==> src/rtl/spi_pkg.sv <==
// Shared definitions for the SPI frame master: command codes, frame geometry
// and the master state encoding.
package spi_pkg;

  // Command field, cmd_word[9:8]
  localparam logic [1:0] CMD_WR_ADDR = 2'b00;
  localparam logic [1:0] CMD_WR_DATA = 2'b01;
  localparam logic [1:0] CMD_RD_ADDR = 2'b10;
  localparam logic [1:0] CMD_RD_DATA = 2'b11;

  // Frame geometry
  localparam int unsigned FRAME_BITS = 10;
  localparam int unsigned RD_BITS    = 8;
  localparam int unsigned PRE_CYCLES = 2;

  // Master state encoding
  typedef logic [2:0] state_t;
  localparam state_t ST_IDLE  = 3'd0;
  localparam state_t ST_PRE   = 3'd1;
  localparam state_t ST_SHIFT = 3'd2;
  localparam state_t ST_WAIT  = 3'd3;
  localparam state_t ST_RECV  = 3'd4;
  localparam state_t ST_GAP   = 3'd5;

endpackage

==> src/rtl/spi_frame_master.sv <==
// SPI frame master: sends a 10-bit command frame MSB-first on MOSI, one bit
// per clk, and for RD_DATA frames waits READ_WAIT cycles then captures a byte
// from MISO.
//
// Ports:
//   clk, rst_n   system clock, asynchronous active-low reset
//   start        frame request, sampled only while busy=0
//   cmd_word     [9:8] command, [7:0] address/data; sampled at acceptance
//   busy         high from the cycle after acceptance until the gap ends
//   done         one-cycle pulse at frame end
//   rd_data      last byte captured on an RD_DATA frame
//   rd_valid     one-cycle pulse with done on RD_DATA frames
//   SS_n, MOSI   slave select (active low) and serial data out
//   MISO         serial data in
module spi_frame_master #(
  parameter int unsigned READ_WAIT = 2,
  parameter int unsigned IDLE_GAP  = 1
) (
  input  logic       clk,
  input  logic       rst_n,
  input  logic       start,
  input  logic [9:0] cmd_word,
  output logic       busy,
  output logic       done,
  output logic [7:0] rd_data,
  output logic       rd_valid,
  output logic       SS_n,
  output logic       MOSI,
  input  logic       MISO
);
  import spi_pkg::*;

  // Counter reload values; the counter runs N-1 down to 0 in an N-cycle state.
  localparam logic [3:0] PreLoad   = 4'(PRE_CYCLES - 1);
  localparam logic [3:0] ShiftLoad = 4'(FRAME_BITS - 1);
  localparam logic [3:0] WaitLoad  = 4'(READ_WAIT - 1);
  localparam logic [3:0] RecvLoad  = 4'(RD_BITS - 1);
  localparam logic [3:0] GapLoad   = 4'(IDLE_GAP - 1);

  state_t     state_q, state_d;
  logic [3:0] cnt_q, cnt_d;
  logic [9:0] word_q, word_d;
  logic       is_read_q, is_read_d;
  logic [7:0] rd_sh_q, rd_sh_d;
  logic [7:0] rd_data_q, rd_data_d;
  logic       done_q, done_d;
  logic       rd_valid_q, rd_valid_d;
  logic       busy_q, busy_d;
  logic       ss_n_q, ss_n_d;
  logic       mosi_q, mosi_d;
  logic       cnt_zero;

  always_comb begin
    state_d    = state_q;
    cnt_d      = cnt_q;
    word_d     = word_q;
    is_read_d  = is_read_q;
    rd_sh_d    = rd_sh_q;
    rd_data_d  = rd_data_q;
    done_d     = 1'b0;
    rd_valid_d = 1'b0;
    cnt_zero   = (cnt_q == 4'd0);

    case (state_q)
      ST_IDLE: begin
        if (start) begin
          word_d    = cmd_word;
          is_read_d = (cmd_word[9:8] == CMD_RD_DATA);
          state_d   = ST_PRE;
          cnt_d     = PreLoad;
        end
      end
      ST_PRE: begin
        if (cnt_zero) begin
          state_d = ST_SHIFT;
          cnt_d   = ShiftLoad;
        end else begin
          cnt_d = cnt_q - 4'd1;
        end
      end
      ST_SHIFT: begin
        if (cnt_zero) begin
          if (is_read_q) begin
            state_d = ST_WAIT;
            cnt_d   = WaitLoad;
          end else begin
            state_d = ST_GAP;
            cnt_d   = GapLoad;
            done_d  = 1'b1;
          end
        end else begin
          cnt_d  = cnt_q - 4'd1;
          // MOSI always shows word[9]; shift only while bits remain
          word_d = {word_q[8:0], 1'b0};
        end
      end
      ST_WAIT: begin
        if (cnt_zero) begin
          state_d = ST_RECV;
          cnt_d   = RecvLoad;
        end else begin
          cnt_d = cnt_q - 4'd1;
        end
      end
      ST_RECV: begin
        rd_sh_d = {rd_sh_q[6:0], MISO};
        if (cnt_zero) begin
          state_d    = ST_GAP;
          cnt_d      = GapLoad;
          rd_data_d  = {rd_sh_q[6:0], MISO};
          done_d     = 1'b1;
          rd_valid_d = 1'b1;
        end else begin
          cnt_d = cnt_q - 4'd1;
        end
      end
      ST_GAP: begin
        if (cnt_zero) begin
          state_d = ST_IDLE;
        end else begin
          cnt_d = cnt_q - 4'd1;
        end
      end
      default: begin
        state_d = ST_IDLE;
      end
    endcase

    // Outputs are registered from the next state so they line up with it.
    busy_d = (state_d != ST_IDLE);
    ss_n_d = (state_d == ST_IDLE) || (state_d == ST_GAP);
    mosi_d = ((state_d == ST_PRE) || (state_d == ST_SHIFT)) && word_d[9];
  end

  always_ff @(posedge clk or negedge rst_n) begin
    if (!rst_n) begin
      state_q    <= ST_IDLE;
      cnt_q      <= 4'd0;
      word_q     <= 10'd0;
      is_read_q  <= 1'b0;
      rd_sh_q    <= 8'h00;
      rd_data_q  <= 8'h00;
      done_q     <= 1'b0;
      rd_valid_q <= 1'b0;
      busy_q     <= 1'b0;
      ss_n_q     <= 1'b1;
      mosi_q     <= 1'b0;
    end else begin
      state_q    <= state_d;
      cnt_q      <= cnt_d;
      word_q     <= word_d;
      is_read_q  <= is_read_d;
      rd_sh_q    <= rd_sh_d;
      rd_data_q  <= rd_data_d;
      done_q     <= done_d;
      rd_valid_q <= rd_valid_d;
      busy_q     <= busy_d;
      ss_n_q     <= ss_n_d;
      mosi_q     <= mosi_d;
    end
  end

  assign busy     = busy_q;
  assign done     = done_q;
  assign rd_data  = rd_data_q;
  assign rd_valid = rd_valid_q;
  assign SS_n     = ss_n_q;
  assign MOSI     = mosi_q;

endmodule
==> config.mk <==
export PLATFORM = sky130hd
export DESIGN_NAME = spi_frame_master
export DESIGN_NICKNAME = d
export VERILOG_FILES = /design/src/rtl/spi_pkg.sv /design/src/rtl/spi_frame_master.sv
export SDC_FILE = /design/constraint.sdc
export NUM_CORES = 1
export LEC_CHECK = 0
export BUFFER_PORTS_ARGS = -buffer_cell sky130_fd_sc_hd__buf_2
export CAP_MARGIN = 20
export CORE_MARGIN = 8
export CORE_UTILIZATION = 28
export DETAILED_ROUTE_END_ITERATION = 7
export PLACE_DENSITY = 0.43
export SLEW_MARGIN = 25
export SYNTH_ARGS = -nofsm -noshare
export SYNTH_HDL_FRONTEND = slang
export SYNTH_SLANG_ARGS = --single-unit
==> constraint.sdc <==
create_clock -name clk -period 3.4 [get_ports clk]
set_input_delay 0.68 -clock clk [delete_from_list [all_inputs] [get_ports clk]]
set_output_delay 0.68 -clock clk [all_outputs]
set_load 0.01 [all_outputs]
# == After elaboration in Yosys (flattened, before gate mapping) ==
# Index checks and enable logic that the tools add are counted.
# word_totals
out_inout_bits,13
in_bits,14
ff_bits,38
elab_cells,62
# classes
n_eq_ne,12
n_mux,24
add_sub_neg,1
reduce_logical,13
# op_table
cell,count
$mux 4,6
$pmux 4 s6,1
$mux 3,7
$mux 10,2
$pmux 10 s2,1
$pmux 3 s6,1
$eq 3x2->1 const B,3
$eq 3x3->1 const B,3
$eq 3x1->1 const B,2
$logic_not 3->1,2
$ne 2x2->1 const B,3
$reduce_and 3->1,2
$reduce_bool 6->1,1
$mux 1,5
$logic_not 4->1,1
$reduce_and 2->1,2
$sub 4x1->4 const B,1
$reduce_bool 3->1,1
$eq 2x2->1 const B,1
$logic_or 1x1->1,2
$pmux 1 s2,1
$reduce_bool 2->1,1
$logic_and 1x1->1,1

# == Depth between registers and ports, before layout ==
# logic_depth
ltp_word,6
ltp_mapped,7
depth_no_buf,6

# == Worst setup path before layout ==
# Ideal clock, no wire load.
# synth_path
kind,register to register
from,reg cnt_q[0]
to,"reg mosi_q, in the netlist MOSI"
slack_ps,1513
setup_time_ps,136
path_stages_with_launch,8
path_buffers,1
synth_period_minus_slack_ps,1887
required_time_ps,3264
arrival_ps,1751
path_cell_list,dfrtp_1 inv_1 ha_1 nor3b_4 a2111o_1 buf_6 a222oi_1 nor3b_1
# synth_via
elab_chain_cells,6
elab_cells_between_ends,13
cone_classes,eq/ne: 2; mux: 8; reduce/logical: 3
# synth_rtl
item,line,text
"start, declared",spi_frame_master.sv:41,"logic [3:0] cnt_q, cnt_d;"
"start signal, assigned",spi_frame_master.sv:150,cnt_q <= cnt_d;
$logic_not 4->1 *,spi_frame_master.sv:62,cnt_zero = (cnt_q == 4'd0);
"$mux 3, on equally long branches",n/a,
$pmux 3 s6,spi_frame_master.sv:64,case (state_q)
$eq 3x1->1 or $eq 3x2->1 (tied branches),spi_frame_master.sv:132,mosi_d = ((state_d == ST_PRE) || (state_d == ST_SHIFT)) && word_d[9];
$logic_or 1x1->1,spi_frame_master.sv:132,
$logic_and 1x1->1 *,spi_frame_master.sv:132,
via mosi_d,spi_frame_master.sv:50,"logic mosi_q, mosi_d;"
"end signal, assigned",spi_frame_master.sv:159,mosi_q <= mosi_d;
"end, declared",spi_frame_master.sv:50,
# The timed path passes the listed nets; every way through them passes the cells marked *. The select of a mux whose other input is x is not followed.
# A chain may end at the register's enable or synchronous reset.

# == Final worst setup path ==
# Ends and elaborated chain as after synthesis.

==> reports/qor.txt <==
=====================================================================================
Clock tree sinks                                                                   38
Clock-pin slew of the registers on the worst-case setup and hold paths        0.08 ns
Drt first-iter violations                                                         155
Source-to-sink clock delay at the later pin of the worst-skew pair            0.30 ns
Capture point of the worst reg-to-reg path                               MOSI$_DFF_PN0_
Part of the total power dissipated in sequential elements                       41.4%
Global placement routability congestion                                         0.703
Crit path capture type                                                      flip-flop
Critical path startpoint category                                           flip-flop
Time the worst path needs with I/O delays and setup                           2.19 ns
Via/cell ratio                                                                   4.96
Share of power burned in the clock network                                      25.9%
HPWL Detailed                                                                 2580 um
Power dissipated by switching net loads                                        610 uW
Dominant register cell in the synthesized netlist                             dfrtp_1
Starting utilization of the core area                                           28.5%
Cell breakdown of the critical path                                      inv_1, ha_1, nor3b_4, a2111o_1, a222oi_1, nor3b_1
Number of gates on the worst path with buffers counted                              6
Worst clock skew on the final layout                                       0.00532 ns
Commonest cells after routing, fill and taps aside                       37 x dfrtp_1, 26 x buf_2, 15 x inv_1, 15 x mux2_2, 9 x a222oi_1
Total Wirelength                                                              3730 um
Worst-case register-to-register setup slack                                   1.21 ns
Top cell family by delay on the critical path                            compound AO/OA/AOI/OAI gates
Count of buffers from port buffering                                               26
Number of antenna violations at the first check in global routing                   0
Die area                                                                   9200 sq um
Clock tree from TritonCTS                                                       built
Quantity of hold-fixing buffers added after cts                                     0
Maximum single-stage delay on the critical path                               0.57 ns
Number of buffers inserted to repair setup after CTS                                0
Areal power density over the cells                                        844 nW/um^2
CTS root buf                                                                 clkbuf_8
Cell-internal power                                                           1170 uW
Arrival time of the worst setup path                                          2.34 ns
Maximum number of pins on one net before global-route repair                       39
Area growth from synthesis to layout                                            18.0%
Number of detailed-routing iterations run before antenna repair                     5
Post-synthesis cell type with the largest combined area                       dfrtp_1
Maximum operating frequency                                                   457 MHz
Type of the worst setup path                                               reg -> reg
Vias in the first global route                                                   1340
Wire length of the first global-routing pass                                  6560 um
CTS max path bufs                                                                   2
GRT Util Overall                                                                9.20%
Fraction of power spent switching nets                                          34.3%
Via count of the routed design                                                   1250
Worst-case headroom to the max-slew limit                                       41.4%
Yosys warning count                                                                 0
Area of the core region                                                    6280 sq um
I/O Pins                                                                           27
EDFF count, synth                                                                   0
Total congestion overflow                                                           0
Comb power frac                                                                 32.6%
Worst path buffer plus inverter count                                               1
Launching point of the worst reg2reg path                                cnt_q[0]$_DFFE_PN0P_
Row cnt                                                                            29
Worst slew pin tran                                                          0.879 ns
Register-to-Register Path Depth                                                     6
Netlist area before placement                                              1790 sq um
Worst min-delay path category                                             in -> async
Leakage power summed over all cells                                        0.00102 uW
Ranking of synthesized cells by area                                     dfrtp_1 52%, mux2_2 9.4%, a222oi_1 5.0%, inv_1 3.1%, nor2_1 1.7%
Post-route fraction of the period consumed by the critical path                 64.4%
Horizontal die dimension                                                      95.9 um
Number of different library cells in the post-synthesis netlist                    45
Resize count post-CTS                                                               0
Final setup violating endpoints                                                     0
Final Max Tran Viols                                                                0
Endpoint required time on the critical path                                   3.56 ns
Most frequent standard cell in the layout excluding fill and tap cells        dfrtp_1
Y dimension of the die                                                        95.9 um
Worst-path fanout max                                                              12
Fraction of the yosys area taken by sequential cells                            53.3%
Routed wire per std cell                                                      14.8 um
Synth top area share                                                            51.8%
Flop and latch count out of synthesis                                              38
Number of nets produced by synthesis                                              164
Post-synthesis area per instance                                           12.0 sq um
# Max-Cap Violations                                                                0
Worst voltage drop across the vdd grid                                         283 uV
Worst-path cell with the longest stage delay                                 a2111o_1
Number of antenna-violating nets in the routed design                               0
RSZ-0062 raised after global routing                                               no
Total Nets Final                                                                  189
Share of flip-flops with an asynchronous set or reset                            100%
Post-Synthesis Cells                                                              149
Drt drc                                                                             0
Worst hold slack                                                             0.500 ns
Run status                                                               finished, final reports clean
Share of post-route cells with drive strength above 1                           36.0%
Endpoints failing hold                                                              0
Sum Neg Setup Slack                                                              0 ns
CTS H-tree depth                                                                    2
Final antenna diode count                                                           0
Number of clock buffers inserted by TritonCTS                                       5
=====================================================================================
==> worst max path at each step <==
stage,end,from,slack (ns)
floorplan,MOSI$_DFF_PN0_,cnt_q[0]$_DFFE_PN0P_,1.51
CTS,MOSI$_DFF_PN0_,cnt_q[0]$_DFFE_PN0P_,1.20
global placement,MOSI$_DFF_PN0_,cnt_q[0]$_DFFE_PN0P_,1.32
detailed placement,MOSI$_DFF_PN0_,cnt_q[0]$_DFFE_PN0P_,1.22
global route,MOSI$_DFF_PN0_,cnt_q[0]$_DFFE_PN0P_,0.95
finish,MOSI$_DFF_PN0_,cnt_q[0]$_DFFE_PN0P_,1.21
==> worst reg2reg max path: cells and delay by family (launching register included) <==
family                     cells  cell delay, ns
AOI/OAI and AO/OA              2            1.00
buffers and inverters          1            0.07
and+or+nand+nor                2            0.31
DFF                            1            0.41
adders and majority gates      1            0.25
==> power by group through the flow <==
| stage | combinational [uW] | sequential, uW | clock (uW) |
|---|---|---|---|
| after floorplan | 531 | 670 | 0 |
| after global placement | 576 | 741 | 0 |
| after detailed placement | 586 | 746 | 0 |
| after CTS | 589 | 737 | 475 |
| after global routing | 659 | 760 | 498 |
| final | 581 | 738 | 462 |
==> sequential cells by signal (all words and copies together) (netlist names) <==
| name | count |
|---|---|
| MOSI | 1 |
| SS_n | 1 |
| busy | 1 |
| cnt_q | 4 |
| done | 1 |
| is_read_q | 1 |
| rd_data | 8 |
| rd_sh_q | 7 |
| rd_valid | 1 |
| state_q | 3 |
| word_q | 10 |
==> Yosys cell counts (all sizes together), types with 2 or more instances <==
cell type / n
mux2: 15
nand2: 7
o22ai: 3
buf: 7
nand3: 2
nor4b: 3
nor2: 8
and3: 2
dfrtp: 37
a31oi: 3
o21ai: 6
and2: 2
nand2b: 4
inv: 15
nor3b: 2
o32ai: 2
a222oi: 9
a21oi: 3
clkbuf: 2
==> cell type report <==
class / instances / area, sq um
fill: 642 / 4170
sequential: 38 / 952
multi-input combinational: 87 / 729
timing repair buffer: 27 / 138
tap: 77 / 96.3
clock buffer: 5 / 68.8
clock inverter: 3 / 68.8
inverter: 15 / 56.3
==> metal layers <==
layer / up-vias / wire length, um / global-route usage [%]
li1: 597 / - / -
met1: 622 / 1670 / 10.9
met2: 26 / 1810 / 15.0
met3: 5 / 186 / 3.28
met4: 0 / 61 / 3.46
met5: - / 0 / 0
==> metrics by stage <==
stage	setup slack, ns	utilization (%)	cells	total power (uW)	instance area [sq um]
floorplan	1.51	-	149	1200	1790
global placement	1.32	31.4	244	1320	1970
detailed placement	1.22	31.4	244	1330	1970
CTS	1.20	33.6	252	1800	2110
global route	0.949	33.6	252	1920	2110
finish	1.21	33.6	252	1780	2110
==> cells by family after synthesis <==
group	after synthesis	share of synthesized area [%]
muxes	15	9.45
DFF	38	53.3
buffers and inverters	24	5.95
AOI/OAI and AO/OA	36	17.1
adders and majority gates	1	0.700
and+or+nand+nor	35	13.5
Power figures use the tool's default switching activity.
